## src/rtl/ierl78prtyerrv1.sv

```systemverilog
// ierl78prtyerrv1 - RL78 IECUBE RAM parity-error capture block.
// Records the first failing address, a sticky error flag, an overflow flag
// and a saturating error count, and returns them on the ICE data OR-bus.
module ierl78prtyerrv1 #(
    parameter int         ADRW   = 20,
    parameter int         CNTW   = 8,
    parameter logic [7:0] STSADR = 8'h40,
    parameter logic [7:0] ADRADR = 8'h41
) (
    input  logic            BASECK,
    input  logic            RESB,
    input  logic            PRTYERR,
    input  logic [ADRW-1:0] PERRADR,
    input  logic [7:0]      ICEADR,
    input  logic            ICERD,
    input  logic            ICEWR,
    input  logic [31:0]     ICEDIP,
    output logic ICEDOPB31, output logic ICEDOPB30, output logic ICEDOPB29, output logic ICEDOPB28,
    output logic ICEDOPB27, output logic ICEDOPB26, output logic ICEDOPB25, output logic ICEDOPB24,
    output logic ICEDOPB23, output logic ICEDOPB22, output logic ICEDOPB21, output logic ICEDOPB20,
    output logic ICEDOPB19, output logic ICEDOPB18, output logic ICEDOPB17, output logic ICEDOPB16,
    output logic ICEDOPB15, output logic ICEDOPB14, output logic ICEDOPB13, output logic ICEDOPB12,
    output logic ICEDOPB11, output logic ICEDOPB10, output logic ICEDOPB9,  output logic ICEDOPB8,
    output logic ICEDOPB7,  output logic ICEDOPB6,  output logic ICEDOPB5,  output logic ICEDOPB4,
    output logic ICEDOPB3,  output logic ICEDOPB2,  output logic ICEDOPB1,  output logic ICEDOPB0,
    output logic            ICEPERRINT
);

    typedef enum logic [1:0] {CLEAN, CAPTURED, OVERFLOW} cap_e;
    typedef enum logic       {IDLE, DRIVE} rd_e;

    cap_e            cap_q;
    rd_e             rd_q;
    logic [CNTW-1:0] cnt_q, cnt_d;
    logic [ADRW-1:0] adr_q;
    logic            inten_q;
    logic [31:0]     dout_q;
    logic [31:0]     sts_w, adr_w;
    logic            sts_wr, clr, rd_hit;
    logic            unused_dip;

    // Only ICEDIP[0] (clear) and ICEDIP[16] (INTEN) carry meaning.
    assign unused_dip = ^{ICEDIP[31:17], ICEDIP[15:1]};

    assign sts_wr = ICEWR && (ICEADR == STSADR);
    assign clr    = sts_wr && ICEDIP[0];
    assign rd_hit = ICERD && ((ICEADR == STSADR) || (ICEADR == ADRADR));
    assign cnt_d  = (cnt_q == {CNTW{1'b1}}) ? cnt_q : cnt_q + CNTW'(1);

    // Assemble the two readable register images from current state.
    always_comb begin
        sts_w             = '0;
        sts_w[0]          = (cap_q != CLEAN);
        sts_w[1]          = (cap_q == OVERFLOW);
        sts_w[8 +: CNTW]  = cnt_q;
        sts_w[16]         = inten_q;
        adr_w             = '0;
        adr_w[ADRW-1:0]   = adr_q;
    end

    // Capture FSM: a new error outranks a simultaneous clear, so a clear
    // plus error restarts the capture with the new address.
    always_ff @(posedge BASECK or negedge RESB) begin
        if (!RESB) begin
            cap_q   <= CLEAN;
            cnt_q   <= '0;
            adr_q   <= '0;
            inten_q <= 1'b0;
        end else begin
            if (sts_wr) inten_q <= ICEDIP[16];
            if (PRTYERR) begin
                if (clr || cap_q == CLEAN) begin
                    cap_q <= CAPTURED;
                    cnt_q <= CNTW'(1);
                    adr_q <= PERRADR;
                end else begin
                    cap_q <= OVERFLOW;
                    cnt_q <= cnt_d;
                end
            end else if (clr) begin
                cap_q <= CLEAN;
                cnt_q <= '0;
                adr_q <= '0;
            end
        end
    end

    // Read FSM: one driven cycle per matching ICERD, zero otherwise so the
    // OR-bus merge with the other source stays clean.
    always_ff @(posedge BASECK or negedge RESB) begin
        if (!RESB) begin
            rd_q   <= IDLE;
            dout_q <= '0;
        end else if (rd_hit) begin
            rd_q   <= DRIVE;
            dout_q <= (ICEADR == STSADR) ? sts_w : adr_w;
        end else begin
            rd_q   <= IDLE;
            dout_q <= '0;
        end
    end

    assign ICEPERRINT = (cap_q != CLEAN) && inten_q;

    assign ICEDOPB31 = dout_q[31]; assign ICEDOPB30 = dout_q[30];
    assign ICEDOPB29 = dout_q[29]; assign ICEDOPB28 = dout_q[28];
    assign ICEDOPB27 = dout_q[27]; assign ICEDOPB26 = dout_q[26];
    assign ICEDOPB25 = dout_q[25]; assign ICEDOPB24 = dout_q[24];
    assign ICEDOPB23 = dout_q[23]; assign ICEDOPB22 = dout_q[22];
    assign ICEDOPB21 = dout_q[21]; assign ICEDOPB20 = dout_q[20];
    assign ICEDOPB19 = dout_q[19]; assign ICEDOPB18 = dout_q[18];
    assign ICEDOPB17 = dout_q[17]; assign ICEDOPB16 = dout_q[16];
    assign ICEDOPB15 = dout_q[15]; assign ICEDOPB14 = dout_q[14];
    assign ICEDOPB13 = dout_q[13]; assign ICEDOPB12 = dout_q[12];
    assign ICEDOPB11 = dout_q[11]; assign ICEDOPB10 = dout_q[10];
    assign ICEDOPB9  = dout_q[9];  assign ICEDOPB8  = dout_q[8];
    assign ICEDOPB7  = dout_q[7];  assign ICEDOPB6  = dout_q[6];
    assign ICEDOPB5  = dout_q[5];  assign ICEDOPB4  = dout_q[4];
    assign ICEDOPB3  = dout_q[3];  assign ICEDOPB2  = dout_q[2];
    assign ICEDOPB1  = dout_q[1];  assign ICEDOPB0  = dout_q[0];

endmodule

```

## config.mk

```make
export PLATFORM = sky130hd
export DESIGN_NAME = ierl78prtyerrv1
export DESIGN_NICKNAME = d
export VERILOG_FILES = /design/src/rtl/ierl78prtyerrv1.sv
export SDC_FILE = /design/constraint.sdc
export NUM_CORES = 1
export LEC_CHECK = 0
export ABC_AREA = 1
export CORE_ASPECT_RATIO = 2
export CORE_UTILIZATION = 47
export CTS_BUF_LIST = sky130_fd_sc_hd__clkbuf_8
export DETAILED_ROUTE_END_ITERATION = 8
export PLACE_DENSITY = 0.85
export SKIP_CTS_REPAIR_TIMING = 1
export SYNTH_ARGS = -nofsm -noshare
export SYNTH_HDL_FRONTEND = slang
export SYNTH_SLANG_ARGS = --single-unit
```

## constraint.sdc

```tcl
create_clock -name BASECK -period 3 [get_ports BASECK]
set_input_delay 0.6 -clock BASECK [delete_from_list [all_inputs] [get_ports BASECK]]
set_output_delay 0.6 -clock BASECK [all_outputs]
set_load 0.03 [all_outputs]
```

==> impl_results.md, run 1 <==
- Outcome: completed
- Yosys top cell by area: dfrtp_1
- Post-route DRC: 0
- Worst-skew pair later-pin latency: 300 ps
- Setup Total Neg Slack: 0 ps
- P_sw: 0.511 mW
- DR WL/cell: 12.5 µm
- Gate power share: 0.220
- Synthesized cell area: 2310 µm²
- Yosys warns: 0
- Distinct cell type count after synthesis: 24
- CTS Sinks: 51
- Leakage: 1.50 nW
- Fin. Hold Viols: 0
- Total grt overflow: 0
- Register clock-pin slew on the reported worst setup and hold paths: approximately 90 ps
- Crit. Startpoint: ICEADR[3]
- Met3 routed WL: around 230 µm
- Clock power share: 0.230
- Die area: 5220 µm²
- DR iter-0 viols: 43
- Met2 wire length: 2580 µm
- Power Internal: between 1 and 1.5 mW
- Final core utilization: 0.632
- Via density: roughly 5.0
- Synth area leaders: dfrtp_1, nand2_1, nand3_1
- Tot GR Track Use: 0.199
- First-pass GRT wire length: a little under 8000 µm
- Non-Filler Instances: 376
- Fin area: 2940 µm²
- Synth Instances: 264
- Row count: 35
- Unrepaired setup endpoints after global routing: no
- Total CTS buffers: 5
- Die width: 51.6 µm
- Final wirelength: 4710 µm
- Clock tree buffer depth: 2
- DR top layer: met4
- Root buffer cell: clkbuf_8
- IO Count: 98
- Max Cap Viol: 0
- CP Max Fanout: 21
- Layout cells sized above 1: 0.0779
- Largest net degree at the start of global routing: 25
- DRT antenna net count: 0
- RR Startpoint: cnt_q[0]
- Area post-placement: 2850 µm²
- Gp weighted congestion: 0.852
- P&R area growth vs syn: 26.9%
- M1 wire length: 1810 µm
- CTS tree: yes
- Net Sw Frac: 0.313
- Final hold slack: 226 ps
- Worst min-delay path category: input port to asynchronous set/reset pin
- Clk_skew: about 5 ps
- Synth Area per Inst: ~8.8 µm²
- Crit end category: flop
- Fillers: roughly 400
- Post-DP HPWL: 3410 µm
- Max IR drop VDD: 441 µV
- Minimum clock period: 2300 ps
- Crit path DAT: approximately 2500 ps
- Starting Density: 0.498
- # placed instances: 368
- Initial antenna violation count: 0
- Post-synthesis sequential area ratio: 0.552
- WS Path Type: input port to flop
- I/O Buffers: 55
- Die Y: 101 µm
- Core Area: 4640 µm²
- CP Launch Type: input port
- Drt pass-1 iters: 4
- Vias in the first global route: 1764
- WP data required: 3240 ps
- Fin. max-slew vios: 0
- Htree depth: 2
- Setup Viol. Count Final: 0
- DR vias: 1877
- # diodes: 0
- Final nets: 386
- Peak Freq: 0.435 GHz
- R2R Setup Slk: 1370 ps
- Yosys top cell area share: 0.552
- Final Cycle Share: 0.767
- Seq cells post-synth: 51
- Reg power frac: 0.550
- PwrDens: 556 nW/µm²
logic make-up after synthesis:
| group | Yosys count | share of synthesized area |
|---|---|---|
| buffers and inverters | 38 | 0.0914 |
| adder cells (fa/ha/maj) | 1 | 0.00541 |
| AND/OR/NAND/NOR | 152 | 0.285 |
| AO/OA/AOI/OAI | 18 | 0.0536 |
| XOR/XNOR | 3 | 0.0114 |
| other | 1 | 0.00162 |
| flip-flops | 51 | 0.552 |
metal layers:
metal	global-route usage	vias to the layer above
met5	0	-
met4	0.0873	0
met3	0.0360	8
met2	0.351	64
met1	0.227	887
li1	-	918
sequential cells by signal, indices dropped and copies added, names as in the netlist:
| signal | flops |
|---|---|
| inten_q | 1 |
| cap_q | 2 |
| adr_q | 20 |
| cnt_q | 8 |
| dout_q | 20 |
final cells by class:
type | count | area, µm² | area share
inverter | 17 | 63.8 | 0.0217
tap | 55 | 68.8 | 0.0234
clock buffer | 5 | 68.8 | 0.0234
sequential | 51 | 1280 | 0.435
clock inverter | 3 | 16.3 | 0.00554
timing repair buffer | 59 | 576 | 0.196
multi-input combinational | 186 | 866 | 0.295
path summary, 6_finish.rpt:
kind	to	cells past startpoint
min reg2reg	adr_q[17]	2
max in group asynchronous	adr_q[11]	2
min in group BASECK	adr_q[17]	2
max	cnt_q[5]	10
min	dout_q[7]	1
max reg2reg	cnt_q[4]	9
cell usage in the layout, fill, tap and decap left out, types with 2 or more instances in the layout:
cell type / count
nand2_1: 86
clkdlybuf4s50_1: 54
dfrtp_1: 51
nand3_1: 28
nor2_1: 27
inv_1: 17
conb_1: 12
nand2_2: 6
a21oi_1: 6
o21ai_0: 5
o221a_2: 5
clkbuf_8: 5
buf_4: 4
xor2_1: 3
nor3_1: 2
per-stage QoR:
stage | power, mW | worst slack (ps)
4_1_cts | 1.64 | 677
6_report | 1.63 | 699
3_3_place_gp | 1.26 | 394
2_1_floorplan | 1.16 | 1350
3_5_place_dp | 1.27 | 360
5_1_grt | 1.73 | 541
power by group through the flow:
stage / Combinational, mW / Clock (mW) / Sequential (mW)
6_report: 0.359 / 0.375 / 0.898
5_1_grt: 0.410 / 0.408 / 0.914
4_1_cts: 0.362 / 0.382 / 0.896
3_5_place_dp: 0.361 / 0 / 0.910
3_3_place_gp: 0.351 / 0 / 0.905
2_1_floorplan: 0.267 / 0 / 0.892
worst max-delay path: stages:
cell             delay (ps)
clkdlybuf4s50_1         400
nor2_1                  150
nand2_2                 230
nor2_8                  260
nand3_4                 130
nand2_2                 130
nand2_2                 280
nand2_2                 240
nand2_1                  70
nand2_1                  60
cell usage after synthesis:
library cell  number
xor2_1             3
conb_1             1
nand3_4            1
o21ai_1            1
buf_4             14
a211oi_1           1
clkinv_1           1
inv_1             16
buf_1              1
o221a_2            5
nand2_1           86
dfrtp_1           51
nor2_8             1
o21ai_0            5
buf_2              1
a21oi_1            6
and3b_1            1
nor3_1             2
clkbuf_1           3
nor2_1            27
ha_1               1
nand3_1           28
buf_6              2
nand2_2            6
(Power assumes the default switching activity.)
==> run 2: changes to the inputs <==
- CORE_UTILIZATION: 47 -> 44
- PLACE_DENSITY: 0.85 -> 0.81
- clock period: 3 -> 2.3 ns (I/O delays scaled with it)
==> impl_results.md, run 2 (same netlist as run 1, synthesis figures left out) <==
- Outcome: completed
- Register clock-pin slew on the reported worst setup and hold paths: 90 ps
- IO Count: 98
- Worst min-delay path category: input port to asynchronous set/reset pin
- CP Launch Type: flop
- Unrepaired setup endpoints after global routing: no
- Setup Total Neg Slack: 0 ps
- Post-route DRC: 0
- Clk_skew: 6.89 ps
- Final core utilization: 0.584
- Largest regs: adr_q x20, dout_q x20, cnt_q x8
- Largest net degree at the start of global routing: 23
- Fillers: 456
- Final Cycle Share: 0.891
- Core Area: 5090 µm²
- Post-DP HPWL: 3660 µm
- Fin. Hold Viols: 0
- Fin. max-slew vios: 0
- Worst setup margin: 251 ps
- Peak Freq: ~0.49 GHz
- Row count: 37
- DRT antenna net count: 0
- Die Y: between 100 and 150 µm
- Final nets: between 300 and 400
- Max Cap Viol: 0
- Htree depth: 2
- Commonest cells after routing, fill and taps aside: nand2_1, clkdlybuf4s50_1, dfrtp_1, nand3_1, nor2_1
- Most common cell after layout, fill and taps aside: nand2_1
- WS Path Type: flop to output pin
- Final wirelength: slightly below 5000 µm
- Worst-skew pair later-pin latency: 300 ps
- Leakage: 1.51 nW
- Via density: 4.94
- I/O Buffers: 55
- Max IR drop VDD: 462 µV
- Die area: 5570 µm²
- Minimum clock period: 2050 ps
- PwrDens: 736 nW/µm²
- CTS Sinks: 51
- DR WL/cell: 12.8 µm
- Reg2reg path depth: 9
- Crit path DAT: approximately 1600 ps
- CTS tree: yes
- Starting Density: 0.454
- Total grt overflow: 0
- Gp weighted congestion: 0.853
- Drt pass-1 iters: 4
- Crit end category: output pin
- Setup Viol. Count Final: 0
- DR iter-0 viols: 45
- DR vias: ~1.9k
- Clock tree buffer depth: 2
- P&R area growth vs syn: 28.7%
- Initial antenna violation count: 0
- # diodes: 0
- WP data required: 1840 ps
- Vias in the first global route: 1965
- First-pass GRT wire length: 8330 µm
- Tot GR Track Use: 0.200
- Die width: 53.3 µm
- Pre-CTS setup slack: 82.1 ps
- Layout cells sized above 1: 0.0895
- CP Max Fanout: 3
- Root buffer cell: clkbuf_8
- Total CTS buffers: 5
==> run 2: cell types whose count changed in the layout (fill, tap and decap cells not counted), sizes merged <==
cell    delta
buf        +3
clkbuf     +1
inv        -1
==> run 2: where the power goes <==
| part | switching, mW | internal [mW] | leakage, nW |
|---|---|---|---|
| Combinational | 0.287 | 0.184 | 0.795 |
| Sequential | 0.112 | 1.07 | 0.670 |
| Clock | 0.291 | 0.246 | 0.0474 |
==> run 2: cell type report <==
class | instances | area [µm²] | share of cell area
tap | 58 | 72.6 | 0.0244
timing repair buffer | 62 | 598 | 0.201
sequential | 51 | 1280 | 0.429
clock buffer | 6 | 82.6 | 0.0278
clock inverter | 2 | 16.3 | 0.00547
inverter | 17 | 63.8 | 0.0214
multi-input combinational | 186 | 866 | 0.291
==> run 2: worst paths after layout <==
kind | end | slack, ps | from
max reg2reg | cnt_q[4] | 660 | cnt_q[0]
max in group asynchronous | adr_q[2] | 1580 | RESB
min in group BASECK | adr_q[18] | 480 | adr_q[18]
min | dout_q[13] | 80 | RESB
min reg2reg | adr_q[18] | 480 | adr_q[18]
max | ICEPERRINT | 250 | cap_q[1]
==> run 2: critical path: stages, from the launching register on <==
cell	delay, ps
dfrtp_1	410
nor2_1	220
nor2_1	70
clkdlybuf4s50_1	590
==> run 2: metrics by stage <==
step	hold WS, ps	total power, mW	cell area [µm²]	std cells
finish	82.8	2.19	2980	382
global route	113	2.33	2980	382
CTS	95.0	2.20	2980	382
detailed placement	421	1.67	2880	374
global placement	424	1.65	2880	374
floorplan	164	1.51	2350	275
==> run 2: metal layers <==
metal	global-route usage	vias up	share of wire
met5	0	-	0
met4	0.0846	0	0.020
met3	0.0351	9	0.040
met2	0.365	56	0.57
met1	0.208	891	0.37
li1	-	930	-
==> run 3: changes to the inputs <==
--- a/config.mk
+++ b/config.mk
@@ -9,2 +9,3 @@
 export CORE_ASPECT_RATIO = 2
+export CORE_MARGIN = 2
 export CORE_UTILIZATION = 44
--- a/constraint.sdc
+++ b/constraint.sdc
@@ -3,2 +3,2 @@
 set_output_delay 0.46 -clock BASECK [all_outputs]
-set_load 0.03 [all_outputs]
+set_load 0.01 [all_outputs]
==> impl_results.md, run 3 (same netlist as run 1, synthesis figures left out) <==
- CP max stage delay: between 400 and 500 ps
- CTS tree: yes
- Total grt overflow: 0
- Final hold slack: 156 ps
- Largest regs: adr_q x20, dout_q x20, cnt_q x8
- Minimum clock period: roughly 1900 ps
- Relative max-transition margin: 0.577
- WP data required: between 1500 and 2000 ps
- Unrepaired setup endpoints after global routing: no
- IO Count: 98
- Htree depth: 2
- Total CTS buffers: 5
- Non-Filler Instances: between 300 and 400
- RR Startpoint: cnt_q[0]
- First-pass GRT wire length: 8650 µm
- Crit path DAT: 1460 ps
- P&R area growth vs syn: 29.0%
- Worst setup margin: 384 ps
- Row count: 37
- Die Y: 107 µm
- DR WL/cell: 13.2 µm
- Max IR drop VDD: 557 µV
- Clk_skew: 3.05 ps
- Vias in the first global route: approximately 2.0k
- Tot GR Track Use: 0.190
- Max Cap Viol: 0
- Worst slew pin tran: around 640 ps
- Crit. Startpoint: cap_q[1]
- Root buffer cell: clkbuf_8
- # diodes: 0
- Initial antenna violation count: 0
- Total power: 2.17 mW
- CP max-delay cell: clkdlybuf4s50_1
- Drt pass-1 iters: 5
- Post-route DRC: 0
- PwrDens: between 700 and 800 nW/µm²
- Final wirelength: 5070 µm
- Worst min-delay path category: input port to asynchronous set/reset pin
- Layout cells sized above 1: 0.0923
- Final core utilization: 0.586
- Reg2reg path depth: 9
- Outcome: completed
- Largest net degree at the start of global routing: 31
- Gp weighted congestion: 0.813
- Most common cell after layout, fill and taps aside: nand2_1
- Fin. Hold Viols: 0
- Worst-skew pair later-pin latency: between 300 and 400 ps
- Die area: 5890 µm²
- Pre-CTS setup slack: 60.7 ps
- R2R Setup Slk: approximately 620 ps
- Core Area: 5090 µm²
- I/O Buffers: 55
- Clock tree buffer depth: 2
- CP Max Fanout: 3
- Setup Viol. Count Final: 0
- Peak Freq: 0.522 GHz
- Area post-placement: approximately 2900 µm²
- CTS Sinks: 51
- Fin area: 2980 µm²
- Final nets: 390
- Fillers: 450
- Die width: 55.3 µm
- # placed instances: 375
- Via density: just under 5
- Crit-path cells: nor2_1 > nor2_1 > clkdlybuf4s50_1
- WP buf/inv: 1
- DRT antenna net count: 0
- Cell family with most CP delay: buffers and inverters
- Crit end category: output pin
- DR iter-0 viols: 66
- Setup Total Neg Slack: 0 ps
- Fin. max-slew vios: 0
- Critical R2R Capture: cnt_q[4]
- DR vias: 1878
- Leakage: 1.52 nW
- Commonest cells after routing, fill and taps aside: nand2_1, clkdlybuf4s50_1, dfrtp_1, nand3_1, nor2_1
- Most frequent CP cell: nor2_1
- WS Path Type: flop to output pin
- CP Launch Type: flop
- Register clock-pin slew on the reported worst setup and hold paths: 100 ps
- Post-DP HPWL: 3850 µm
- Starting Density: 0.454
- CP Depth: 3
- Final Cycle Share: 0.833
run 3: area by class of cell:
class / count / area (µm²) / share of cell area
clock buffer: 5 / 68.8 / 0.0231
clock inverter: 3 / 28.8 / 0.00965
inverter: 17 / 63.8 / 0.0214
multi-input combinational: 186 / 866 / 0.290
tap: 58 / 72.6 / 0.0243
timing repair buffer: 63 / 606 / 0.203
sequential: 51 / 1280 / 0.428
run 3: how the worst max path moves through the flow:
stage / to / slack [ps]
final: ICEPERRINT / 380
after global routing: cnt_q[3] / 240
after CTS: ICEPERRINT / 350
after detailed placement: cnt_q[3] / 60
after global placement: cnt_q[3] / 80
after floorplan: adr_q[0] / 790
run 3: worst reg2reg max path, cell delays in order (launching register included):
cell,delay (ps)
dfrtp_1,480
ha_1,210
nand2_1,70
nor2_1,160
nand3_1,120
nor2_1,150
nand3_1,110
nand2_2,160
nand2_1,70
o21ai_1,80
run 3: layer usage:
layer | GRT usage | vias up | share of wire
met5 | 0 | - | 0
met4 | 0.106 | 0 | 0.030
met3 | 0.0292 | 10 | 0.040
met2 | 0.367 | 52 | 0.58
met1 | 0.183 | 886 | 0.35
li1 | - | 930 | -
run 3: report_power, final:
group | switching, mW | leakage, nW | internal (mW)
clock network | 0.315 | 0.0502 | 0.226
logic | 0.260 | 0.800 | 0.185
registers | 0.110 | 0.670 | 1.07
total | 0.685 | 1.52 | 1.48
